$ cat src/rtl/spi_slave_tx_fifo_if.sv
// ============================================================================
// spi_slave_tx_fifo_if : write/read handshake bundle for spi_slave_tx_fifo
// Revision: 1.0
// ============================================================================
`default_nettype none

interface spi_slave_tx_fifo_if #(
  parameter int DATA_WIDTH = 32,
  parameter int DEPTH      = 8
);
  localparam int c_CNT_W = $clog2(DEPTH) + 1;

  logic                  flush;
  logic [DATA_WIDTH-1:0] in_data;
  logic                  in_valid;
  logic                  in_ready;
  logic [DATA_WIDTH-1:0] out_data;
  logic                  out_valid;
  logic                  out_ready;
  logic [c_CNT_W-1:0]    elements;

  modport slave (
    input  flush,
    input  in_data,
    input  in_valid,
    output in_ready,
    output out_data,
    output out_valid,
    input  out_ready,
    output elements
  );

  modport master (
    output flush,
    output in_data,
    output in_valid,
    input  in_ready,
    input  out_data,
    input  out_valid,
    output out_ready,
    input  elements
  );
endinterface

`default_nettype wire

$ cat src/rtl/spi_slave_tx_fifo.sv
// ============================================================================
// spi_slave_tx_fifo : show-ahead word FIFO between AXI plug reads and SPI TX.
// Optional macro SPI_SLAVE_TX_FIFO_FLUSH_EN enables the flush input.
// Revision: 1.0
// ============================================================================
`default_nettype none

module spi_slave_tx_fifo #(
  parameter int DATA_WIDTH = 32,
  parameter int DEPTH      = 8
) (
  input  wire logic         axi_aclk,
  input  wire logic         axi_areset,
  spi_slave_tx_fifo_if.slave bus
);
  localparam int               c_AW   = $clog2(DEPTH);
  localparam int               c_CW   = c_AW + 1;
  localparam logic [c_CW-1:0] c_FULL = c_CW'(DEPTH);

  logic [DATA_WIDTH-1:0] r_mem [DEPTH];
  logic [c_AW-1:0]       r_wr_ptr;
  logic [c_AW-1:0]       r_rd_ptr;
  logic [c_CW-1:0]       r_count;

  logic w_flush;
  logic w_full;
  logic w_empty;
  logic w_push;
  logic w_pop;

`ifdef SPI_SLAVE_TX_FIFO_FLUSH_EN
  assign w_flush = bus.flush;
`else
  // Port kept for pin compatibility; its value has no effect in this build.
  wire w_unused_flush = bus.flush;
  assign w_flush = 1'b0;
`endif

  assign w_full  = (r_count == c_FULL);
  assign w_empty = (r_count == '0);

  assign bus.in_ready  = !w_full && !w_flush;
  assign bus.out_valid = !w_empty;
  assign bus.elements  = r_count;
  // Head word is forced to zero when empty so stale storage never leaks out.
  assign bus.out_data  = w_empty ? '0 : r_mem[r_rd_ptr];

  assign w_push = bus.in_valid && bus.in_ready;
  assign w_pop  = bus.out_valid && bus.out_ready;

  always_ff @(posedge axi_aclk or posedge axi_areset) begin
    if (axi_areset) begin
      r_wr_ptr <= '0;
      r_rd_ptr <= '0;
      r_count  <= '0;
    end else if (w_flush) begin
      r_wr_ptr <= '0;
      r_rd_ptr <= '0;
      r_count  <= '0;
    end else begin
      if (w_push) begin
        r_wr_ptr <= r_wr_ptr + c_AW'(1);
      end
      if (w_pop) begin
        r_rd_ptr <= r_rd_ptr + c_AW'(1);
      end
      case ({w_push, w_pop})
        2'b10:   r_count <= r_count + c_CW'(1);
        2'b01:   r_count <= r_count - c_CW'(1);
        default: r_count <= r_count;
      endcase
    end
  end

  always_ff @(posedge axi_aclk) begin
    if (w_push) begin
      r_mem[r_wr_ptr] <= bus.in_data;
    end
  end
endmodule

`default_nettype wire
$ cat src/flat_wrapper.sv
// flat-port wrapper written by rule: the top's interface ports become plain ports
module spi_slave_tx_fifo_flat 
#(
  parameter int DATA_WIDTH = 32,
  parameter int DEPTH      = 8
)
  (axi_aclk, axi_areset, bus_flush, bus_in_data, bus_in_valid, bus_in_ready, bus_out_data, bus_out_valid, bus_out_ready, bus_elements);
  spi_slave_tx_fifo_if #(.DATA_WIDTH(DATA_WIDTH), .DEPTH(DEPTH)) bus_i ();
  input  wire logic axi_aclk;
  input  wire logic axi_areset;
  input wire logic [$bits(bus_i.flush)-1:0] bus_flush;
  input wire logic [$bits(bus_i.in_data)-1:0] bus_in_data;
  input wire logic [$bits(bus_i.in_valid)-1:0] bus_in_valid;
  output wire logic [$bits(bus_i.in_ready)-1:0] bus_in_ready;
  output wire logic [$bits(bus_i.out_data)-1:0] bus_out_data;
  output wire logic [$bits(bus_i.out_valid)-1:0] bus_out_valid;
  input wire logic [$bits(bus_i.out_ready)-1:0] bus_out_ready;
  output wire logic [$bits(bus_i.elements)-1:0] bus_elements;
  assign bus_i.flush = bus_flush;
  assign bus_i.in_data = bus_in_data;
  assign bus_i.in_valid = bus_in_valid;
  assign bus_in_ready = bus_i.in_ready;
  assign bus_out_data = bus_i.out_data;
  assign bus_out_valid = bus_i.out_valid;
  assign bus_i.out_ready = bus_out_ready;
  assign bus_elements = bus_i.elements;
  spi_slave_tx_fifo #(.DATA_WIDTH(DATA_WIDTH), .DEPTH(DEPTH)) u_core (.axi_aclk(axi_aclk), .axi_areset(axi_areset), .bus(bus_i));
endmodule
$ cat config.mk
export PLATFORM = sky130hd
export DESIGN_NAME = spi_slave_tx_fifo_flat
export DESIGN_NICKNAME = d
export VERILOG_FILES = /design/src/rtl/spi_slave_tx_fifo_if.sv /design/src/rtl/spi_slave_tx_fifo.sv /design/src/flat_wrapper.sv
export SDC_FILE = /design/constraint.sdc
export NUM_CORES = 1
export LEC_CHECK = 0
export ABC_AREA = 1
export BUFFER_PORTS_ARGS = -buffer_cell sky130_fd_sc_hd__buf_4
export CORE_UTILIZATION = 35
export CTS_BUF_LIST = sky130_fd_sc_hd__clkbuf_8
export DETAILED_ROUTE_END_ITERATION = 8
export GPL_ROUTABILITY_DRIVEN = 0
export PLACE_DENSITY_LB_ADDON = 0.15
export SLEW_MARGIN = 15
export SYNTH_ARGS = -nofsm -noshare
export SYNTH_HDL_FRONTEND = slang
export SYNTH_SLANG_ARGS = --single-unit
$ cat constraint.sdc
create_clock -name axi_aclk -period 4.57 [get_ports axi_aclk]
set_clock_uncertainty 0.15 [all_clocks]
set_input_delay 0.2285 -clock axi_aclk [delete_from_list [all_inputs] [get_ports axi_aclk]]
set_output_delay 0.2285 -clock axi_aclk [all_outputs]
set_load 0.1 [all_outputs]
# Yosys cells after proc, flatten, opt, wreduce, memory -nomap -nowiden

Memory sizes are Yosys's and may differ from the RTL's.
Index checks and enable logic that the tools add are counted.

Div/mod/pow operators: 0
Reductions and logical operators: 6
Mux-type cells: 4
Shift-type cells: 0
Add/sub/neg operators: 4
Magnitude comparators: 0
Multiply operators: 0
Bitwise gates (word level): 0
Equal/unequal tests: 3

Operator list:

| kind                | count |
|---|---|
| $mux 32             | 1 |
| $pmux 4 s2          | 1 |
| $add 3x1->3 const B | 2 |
| $add 4x1->4 const B | 1 |
| $eq 4x4->1 const B  | 1 |
| $logic_not 4->1     | 1 |
| $sub 4x1->4 const B | 1 |
| $eq 2x1->1 const B  | 1 |
| $eq 2x2->1 const B  | 1 |
| $logic_and 1x1->1   | 2 |
| $logic_not 1->1     | 2 |
| $mux 1              | 2 |
| $reduce_bool 2->1   | 1 |

Latch bits: 0
Register bits: 10
Logic and storage cells: 21
Memory bits (read-only): 0
Bits of input ports: 37
Output and inout port bits: 38
Memories kept: 1
Memory bits (writable): 256

Memory list:

| memory       | depth | width | read ports | clocked after memory_dff | wr ports | RTL line                | text |
|---|---|---|---|---|---|---|---|
| u_core.r_mem | 8     | 32    | 1          | 0                        | 1        | spi_slave_tx_fifo.sv:20 | `logic [DATA_WIDTH-1:0] r_mem [DEPTH];` |

# Depth between registers and ports, before layout

Gate-level depths: netlist (run 1).

Depth after elaboration: 5
Depth in mapped cells: 13
Mapped depth without buffers: 13

# Worst setup path after synthesis (run 1)

Ideal clock, no wire load.

Path kind: register to register
From: register u_core.r_count[2], in the netlist u_core.bus.elements[2]
To: memory u_core.r_mem[0][0], enable pin
Cell stages (with the launch flop): 6
Buffers on the path: 0
Clock period less this slack: 4.486 ns
Path slack: 0.084 ns
Data required time: 3.999 ns
Arrival: 3.915 ns
Setup time: 0.421 ns
Cells stage by stage: dfrtp_1 > inv_1 > nand3_1 > nand2_1 > or2_2 > nor2_1

Cells in the longest elaborated chain, start to end: 5

Ends and longest elaborated chain:

| what                         | RTL line                | text |
|---|---|---|
| start, declared              | spi_slave_tx_fifo.sv:23 | `logic [c_CW-1:0] r_count;` |
| start signal, assigned       | spi_slave_tx_fifo.sv:68 | `2'b10: r_count <= r_count + c_CW'(1);` |
| start signal, assigned       | spi_slave_tx_fifo.sv:69 | `2'b01: r_count <= r_count - c_CW'(1);` |
| start signal, assigned       | spi_slave_tx_fifo.sv:70 | `default: r_count <= r_count;` |
| $eq 4x4->1                   | spi_slave_tx_fifo.sv:39 | `assign w_full = (r_count == c_FULL);` |
| $logic_not 1->1              | spi_slave_tx_fifo.sv:42 | `assign bus.in_ready = !w_full && !w_flush;` |
| via bus_in_ready             | flat_wrapper.sv:14      | `output wire logic [$bits(bus_i.in_ready)-1:0] bus_in_ready;` |
| $logic_and 1x1->1            | spi_slave_tx_fifo.sv:48 | `assign w_push = bus.in_valid && bus.in_ready;` |
| $mux 1                       | spi_slave_tx_fifo.sv:76 | `if (w_push) begin` |
| $mux 1 (not written as such) | spi_slave_tx_fifo.sv:77 | `r_mem[r_wr_ptr] <= bus.in_data;` |
| end, declared                | spi_slave_tx_fifo.sv:20 |  |

The timed path passes the listed nets, and every way through them passes these cells.

# Worst setup path in the final report (run 1)

From: register u_core.r_rd_ptr[0]
To: output bus_out_data[22]

Cells in the longest elaborated chain, start to end: 2

Ends and longest elaborated chain:

| what                   | RTL line                | text |
|---|---|---|
| start, declared        | spi_slave_tx_fifo.sv:22 | `logic [c_AW-1:0] r_rd_ptr;` |
| start signal, assigned | spi_slave_tx_fifo.sv:65 | `r_rd_ptr <= r_rd_ptr + c_AW'(1);` |
| $mem_v2 8x32           | --                      |  |
| $mux 32                | spi_slave_tx_fifo.sv:46 | `assign bus.out_data = w_empty ? '0 : r_mem[r_rd_ptr];` |
| end, declared          | flat_wrapper.sv:15      | `output wire logic [$bits(bus_i.out_data)-1:0] bus_out_data;` |

No other way between the ends.

==> results of run 1 <==
==> through the flow <==
stage | std cells | instance area [sq um]
after CTS | 1378 | 12700
after global routing | 1378 | 12700
after floorplan | 837 | 10700
after detailed placement | 1266 | 11600
final | 1378 | 12700
after global placement | 1266 | 11600
==> registers in the layout (all words and copies together), names as in the netlist <==
name and count:
u_core.r_wr_ptr 3, u_core.bus.elements 4, u_core.r_rd_ptr 3, u_core.r_mem 256
==> cell usage in the layout, fill, tap and decap left out <==
cell type | netlist | final
edfxtp_1 | 256 | 256
nor2_1 | 237 | 229
o21ai_0 | 126 | 126
buf_4 | 3 | 90
nand2_1 | 58 | 57
clkbuf_8 | 0 | 48
dlygate4sd3_1 | 0 | 35
o22ai_1 | 32 | 32
o211ai_1 | 32 | 32
inv_1 | 11 | 24
clkinv_1 | 0 | 9
nor2_4 | 0 | 8
dfrtp_1 | 10 | 7
clkinv_2 | 0 | 5
o21ai_1 | 5 | 5
ha_1 | 5 | 5
nand3_1 | 4 | 4
xnor2_1 | 3 | 3
or2_2 | 2 | 2
xor2_1 | 2 | 2
dfrtp_2 | 0 | 2
a21oi_1 | 1 | 1
a31oi_1 | 1 | 1
nand2_2 | 0 | 1
inv_6 | 0 | 1
clkinvlp_4 | 0 | 1
bufinv_16 | 0 | 1
dfrtp_4 | 0 | 1
==> critical path, cell delays in order (launching register included) <==
cell and delay (ps):
dfrtp_4 750, buf_4 820, nor2_1 110, nor2_1 100, o21ai_0 120, o211ai_1 100, nand2_1 70, nor2_1 240
buf_4 350
==> per-layer routing <==
layer,global-route usage,part of all wire,wire [um]
met5,0,0,0
met4,0.0521,0.020,493
met3,0.0291,0.043,1040
met2,0.271,0.49,11800
met1,0.204,0.45,11000
==> synth_stat cells <==
library cell	instances	area, sq um
buf_2	13	65.1
nand2_1	58	218
xor2_1	2	17.5
xnor2_1	3	26.3
a21oi_1	1	5.00
o211ai_1	32	240
dfrtp_1	10	250
buf_4	3	22.5
buf_6	12	135
nand3_1	4	20.0
inv_1	11	41.3
clkbuf_2	6	30.0
a31oi_1	1	6.26
or2_2	2	12.5
edfxtp_1	256	7690
ha_1	5	62.6
o22ai_1	32	200
inv_2	1	3.75
clkbuf_1	17	63.8
o21ai_1	5	25.0
o21ai_0	126	631
nor2_1	237	890
==> worst max path at each step <==
stage                            from                  to  slack [ps]  depth (start not counted)
6_report           u_core.r_rd_ptr[0]    bus_out_data[22]         960                          8
5_1_grt            u_core.r_rd_ptr[0]    bus_out_data[22]         690                          8
4_1_cts            u_core.r_rd_ptr[0]    bus_out_data[22]         890                          8
3_5_place_dp       u_core.r_rd_ptr[0]     bus_out_data[0]        1490                          8
3_3_place_gp       u_core.r_rd_ptr[0]     bus_out_data[0]        1480                          8
2_1_floorplan  u_core.bus.elements[2]  u_core.r_mem[0][0]          80                          5
==> area by class of cell <==
class	count	area [sq um]	share of cell area
flip-flops and latches	266	7940	0.624
multi-input cells	508	2420	0.190
repair buffers	125	1030	0.0806
clock buffers	48	661	0.0519
well taps	390	488	0.0383
clock inverters	29	149	0.0117
inverters	12	46.3	0.00364
==> logic make-up (layout without fill, tap and decap cells) <==
kind of cell / after synthesis / after routing / synth area share
buffers and inverters: 63 / 214 / 0.0339
xor gates and xnor gates: 5 / 5 / 0.00411
DFF: 266 / 266 / 0.745
and+or+nand+nor: 301 / 301 / 0.107
adders and majority gates: 5 / 5 / 0.00587
AOI/OAI and AO/OA: 197 / 197 / 0.104
==> impl_metrics.yaml, run 1 <==
setup_path:
  path_max_fanout: 87
  start_kind: "flip-flop"
  crit_arrival_ps: 3230
  worst_r2r_endpoint: "u_core.r_mem[5][15]"
  worst-setup-path-type: "reg2out"
  r2r.worst_path.cells: 7
  reg2reg_from: "u_core.bus.elements[0]"
  ff2ff_setup_slack_ps: 1870
  end_kind: "primary output"
  cp.required_ps: 4190
yosys:
  ys_seq_elements: 266
  syn_area_sq_um: 10700
  syn_nets: 879
  avgSynthCellArea_sq_um: 12.7
  ys_seq_area_frac: 0.745
  synthCells: 837
  yosys_warnings: 0
  ys_types: 22
drt:
  vias: 6644
  drc: 0
  antenna_left: 0
  via_per_inst: 4.82
  wl_per_cell_um: 17.6
  wl_mm: 24.3
  dr.first_iter.drc_count: 360
  dr.pass1.iters: 6
clock_tree:
  htree_levels: 2
  cts_resized: 0
  cts_setup_buffers: 0
  clockRootBuffer: "clkbuf_8"
  cts_tree: "done"
  cts_buffers: 47
  cts.sinks: 266
  clk_pin_slew_ps: 60
  max-clock-path-buffers: 3
  hold_buffers: 35
  clkLatencyLatePin_ps: 540
sta:
  slew_headroom: 0.277
  worstMarginPinSlew_ps: 1080
  holdWs_ps: 94.5
  post-route-period-util: 0.790
  timing.final.ws_setup_ps: 960
  rsz0062_at_grt: "false"
  hold_viol_final: 0
  timing.fmax_mhz: 277
  setup_violations: 0
  finalSetupTns_ps: 0
  period_needed_ps: 3610
  slew_violations: 0
final_layout:
  nets: 1002
  antenna_cells: 0
  post-route-util: 0.427
  synthToLayoutAreaGrowth_pct: 19.5
  drive_gt1_frac: 0.162
  n_fill_cell: 2804
floorplanning:
  io_pins: 75
  core_area_sq_um: 29800
  std_cell_rows: 63
  die_w_um: 176
  dieArea_sq_um: 31100
  fp.dieH_um: 176
  start_util: 0.358
grt:
  antenna_found_initial: 0
  grt_use_total: 0.159
  grt_pass1_vias: 6547
  grt_pass1_wl_mm: 37.4
  overflow: 0
  grt_max_degree: 98
run:
  cap_violations: 0
placement:
  dp_slack_ps: 1490
  dp_hpwl_mm: 12.7
  portBuffers: 73
status:
  status: "complete, no violations"
worst_hold_path:
  hold_path.class: "in2async"
Power of run 1 is not shown: default switching activity piles up to over one toggle a cycle in this logic, so the estimate is an artifact.
==> inputs of run 2 (changes only) <==
clock period = 3.4 ns   (was 4.57 ns; I/O delays follow)
==> impl_metrics.yaml, run 2 (same netlist as run 1, synthesis figures left out) <==
drt:
  wl_mm: 25.1
  via_per_inst: 4.88
  drc: 0
  wl_per_cell_um: 18.1
  met1_length_mm: 11.6
  antenna_left: 0
  dr.first_iter.drc_count: 366
  dr.pass1.iters: 4
  top_layer: "met4"
  met2_length_mm: 12.1
  route.met3.wl_um: 891
  vias: 6758
placement:
  dp_hpwl_mm: 12.9
  placed_area_sq_um: 11700
  portBuffers: 73
  place_inst: 1275
clock_tree:
  clockRootBuffer: "clkbuf_8"
  cts_tree: "done"
  cts.sinks: 266
  max-clock-path-buffers: 3
  clkLatencyLatePin_ps: 530
  htree_levels: 2
  cts_setup_buffers: 0
  cts_resized: 0
  clk_pin_slew_ps: 60
  cts_buffers: 46
  hold_buffers: 35
floorplanning:
  dieArea_sq_um: 31100
  io_pins: 75
  start_util: 0.358
  std_cell_rows: 63
  fp.dieH_um: 176
  die_w_um: 176
  core_area_sq_um: 29800
final_layout:
  largest_reg_flops: 256
  antenna_cells: 0
  nets: 1010
  instances_no_fill: 1385
  final_common_cell: "edfxtp_1"
  fin_area_sq_um: 12900
  drive_gt1_frac: 0.174
  synthToLayoutAreaGrowth_pct: 20.7
  n_fill_cell: 2816
  layout_common_cells: "256 x edfxtp_1, 220 x nor2_1, 126 x o21ai_0, 93 x buf_4, 58 x nand2_1"
  post-route-util: 0.431
  regMostFlops: "u_core.r_mem"
setup_path:
  r2r.worst_path.cells: 6
  path_max_fanout: 27
  start_kind: "flip-flop"
  critical_path.top_delay_family: "flip-flops"
  crit_buf_inv: 2
  crit_arrival_ps: 2640
  slowest_delay_ps: 750
  cp.required_ps: 3080
  slowest_stage: "dfrtp_2"
  crit_cells: 6
  end_kind: "primary output"
  worst-setup-path-type: "reg2out"
  cp_cell_sequence: "buf_4 > o21ai_0 > o22ai_1 > nor2_1 > nor2_1 > buf_4"
sta:
  slew_violations: 0
  finalSetupTns_ps: 0
  setup_violations: 0
  post-route-period-util: 0.872
  hold_viol_final: 0
  worstMarginPinSlew_ps: 997
  rsz0062_at_grt: "false"
  slew_headroom: 0.335
  period_needed_ps: 2960
  timing.fmax_mhz: 337
status:
  status: "complete, no violations"
worst_hold_path:
  hold_path.class: "in2async"
run:
  cap_violations: 0
grt:
  grt_use_total: 0.164
  grt_pass1_vias: 6608
  antenna_found_initial: 0
  grt_max_degree: 78
  grt_pass1_wl_mm: 38.4
  overflow: 0
## run 2: final cells by class
class                           count  area (sq um)  share of cell area
Clock buffer                       47           647              0.0503
Clock inverter                     28           119             0.00925
Inverter                           12          46.3             0.00360
Multi-Input combinational cell    508          2440               0.190
Sequential cell                   266          7940               0.618
Tap cell                          390           488              0.0380
Timing Repair Buffer              134          1170              0.0909
## run 2: per-layer routing
layer,GRT usage,vias up
met1,0.217,3309
met5,0,-
met3,0.0284,49
met4,0.0496,0
met2,0.274,130
li1,-,3270
## run 2: worst paths after layout
path	start	endpoint	slack, ps
max in group asynchronous	axi_areset	u_core.r_rd_ptr[0]	2730
min	axi_areset	u_core.r_rd_ptr[0]	40
min reg2reg	u_core.r_wr_ptr[0]	u_core.r_wr_ptr[0]	400
max	u_core.r_rd_ptr[1]	bus_out_data[14]	440
max reg2reg	u_core.bus.elements[2]	u_core.r_mem[4][13]	1050
min in group axi_aclk	bus_in_data[6]	u_core.r_mem[3][6]	250
## run 2: worst reg2reg max path, stage by stage, from the launching register on
cell,delay (ps)
dfrtp_1,440
inv_1,90
nand3_2,80
nand2_1,150
or2_2,430
nor2_4,430
buf_12,280
## run 2: per-stage QoR
step | worst slack, ps | hold WS [ps]
6_report | 436 | 37.2
5_1_grt | 260 | 82.6
4_1_cts | 409 | 32.3
3_5_place_dp | 983 | 54.4
3_3_place_gp | 991 | 57.6
2_1_floorplan | 130 | -140
Power of run 2 is left out for the same reason.
==> inputs of run 3 (changes only) <==
CAP_MARGIN = 20   (was unset)
CTS_CLUSTER_DIAMETER = 50   (was unset)
GPL_TIMING_DRIVEN = 0   (was unset)
==> impl_metrics.yaml, run 3 (same netlist as run 1, synthesis figures left out) <==
final_layout:
  final_common_cell: "edfxtp_1"
  regMostFlops: "u_core.r_mem"
  antenna_cells: 0
  nets: 1043
  layout_common_cells: "256 x edfxtp_1, 220 x nor2_1, 126 x o21ai_0, 76 x buf_4, 58 x nand2_1"
  synthToLayoutAreaGrowth_pct: 23.6
  largest_reg_flops: 256
  drive_gt1_frac: 0.184
setup_path:
  r2r.worst_path.cells: 12
  worst-setup-path-type: "reg2out"
  slowest_delay_ps: 500
  ff2ff_setup_slack_ps: 860
  path_max_fanout: 10
  worst_r2r_endpoint: "u_core.bus.elements[2]"
  cp_cell_sequence: "inv_1 > clkbuf_1 > o21ai_0 > o22ai_1 > nor2_1 > nor2_1 > buf_4"
  start_kind: "flip-flop"
  crit_buf_inv: 3
  path_common_cell: "nor2_1"
  slowest_stage: "dfrtp_1"
  crit_arrival_ps: 2670
  reg2reg_from: "u_core.bus.elements[0]"
  cp.required_ps: 3080
  end_kind: "primary output"
  critical_path.top_delay_family: "buffers and inverters"
sta:
  rsz0062_at_grt: "false"
  timing.fmax_mhz: 335
  post-route-period-util: 0.878
  period_needed_ps: 2990
  slew_headroom: 0.549
  worstMarginPinSlew_ps: 676
  slew_violations: 0
  setup_violations: 0
  hold_viol_final: 0
  holdWs_ps: 27.6
  timing.final.ws_setup_ps: 414
  finalSetupTns_ps: 0
floorplanning:
  io_pins: 75
  die_w_um: 176
  start_util: 0.358
  fp.dieH_um: 176
  dieArea_sq_um: 31100
  core_area_sq_um: 29800
  std_cell_rows: 63
clock_tree:
  clockRootBuffer: "clkbuf_8"
  cts_buffers: 45
  max-clock-path-buffers: 3
  cts.sinks: 266
  cts_tree: "done"
  clkLatencyLatePin_ps: 550
  htree_levels: 2
  clk_pin_slew_ps: 60
drt:
  dr.first_iter.drc_count: 417
  drc: 0
  wl_per_cell_um: 19.0
  dr.pass1.iters: 5
  via_per_inst: 4.88
  vias: 6951
  antenna_left: 0
  wl_mm: 27.0
placement:
  dp_slack_ps: 793
  dp_hpwl_mm: 16.7
  portBuffers: 73
grt:
  grt_pass1_wl_mm: 41.1
  grt_pass1_vias: 7045
  overflow: 0
  grt_use_total: 0.177
  antenna_found_initial: 0
  grt_max_degree: 33
status:
  status: "complete, no violations"
run:
  cap_violations: 0
worst_hold_path:
  hold_path.class: "in2async"
==> run 3: worst max path at each step <==
stage                              to  depth (start not counted)  slack [ps]                    from
2_1_floorplan  u_core.bus.elements[2]                          9         130  u_core.bus.elements[3]
3_3_place_gp      u_core.r_mem[7][16]                          6         720  u_core.bus.elements[0]
3_5_place_dp      u_core.r_mem[1][14]                          6         790  u_core.bus.elements[2]
4_1_cts              bus_out_data[19]                          7         340      u_core.r_rd_ptr[1]
5_1_grt              bus_out_data[19]                          7         230      u_core.r_rd_ptr[1]
6_report             bus_out_data[19]                          7         410      u_core.r_rd_ptr[1]
==> run 3: worst min-delay path, delay by kind of cell <==
family	cells	cell delay, ps
buffers and inverters	3	1000
==> run 3: per-layer routing <==
metal  vias to the layer above  wire length, um  track usage
li1                       3347                -            -
met1                      3367            12200        0.236
met2                       195            12800        0.291
met3                        42             1500       0.0329
met4                         0              466       0.0600
met5                         -                0            0
==> run 3: final cells by class <==
type | count | area (sq um)
fill | 2773 | 16600
sequential | 266 | 7940
multi-input combinational | 508 | 2440
timing repair buffer | 117 | 1120
clock buffer | 45 | 619
tap | 390 | 488
buffer | 51 | 317
clock inverter | 34 | 199
inverter | 12 | 45.0
==> run 3: timing repair <==
action                    CTS  global route
buffers inserted            0             0
gates resized for setup     0             0
hold endpoints to repair  272             0
hold buffers               35             0
==> run 3: through the flow <==
stage / util / std cells / area (sq um)
2_1_floorplan: - / 837 / 10700
3_3_place_gp: 0.395 / 1300 / 11800
3_5_place_dp: 0.401 / 1307 / 11900
4_1_cts: 0.440 / 1421 / 13100
5_1_grt: 0.442 / 1423 / 13200
6_report: 0.442 / 1423 / 13200
Power of run 3 is left out for the same reason.
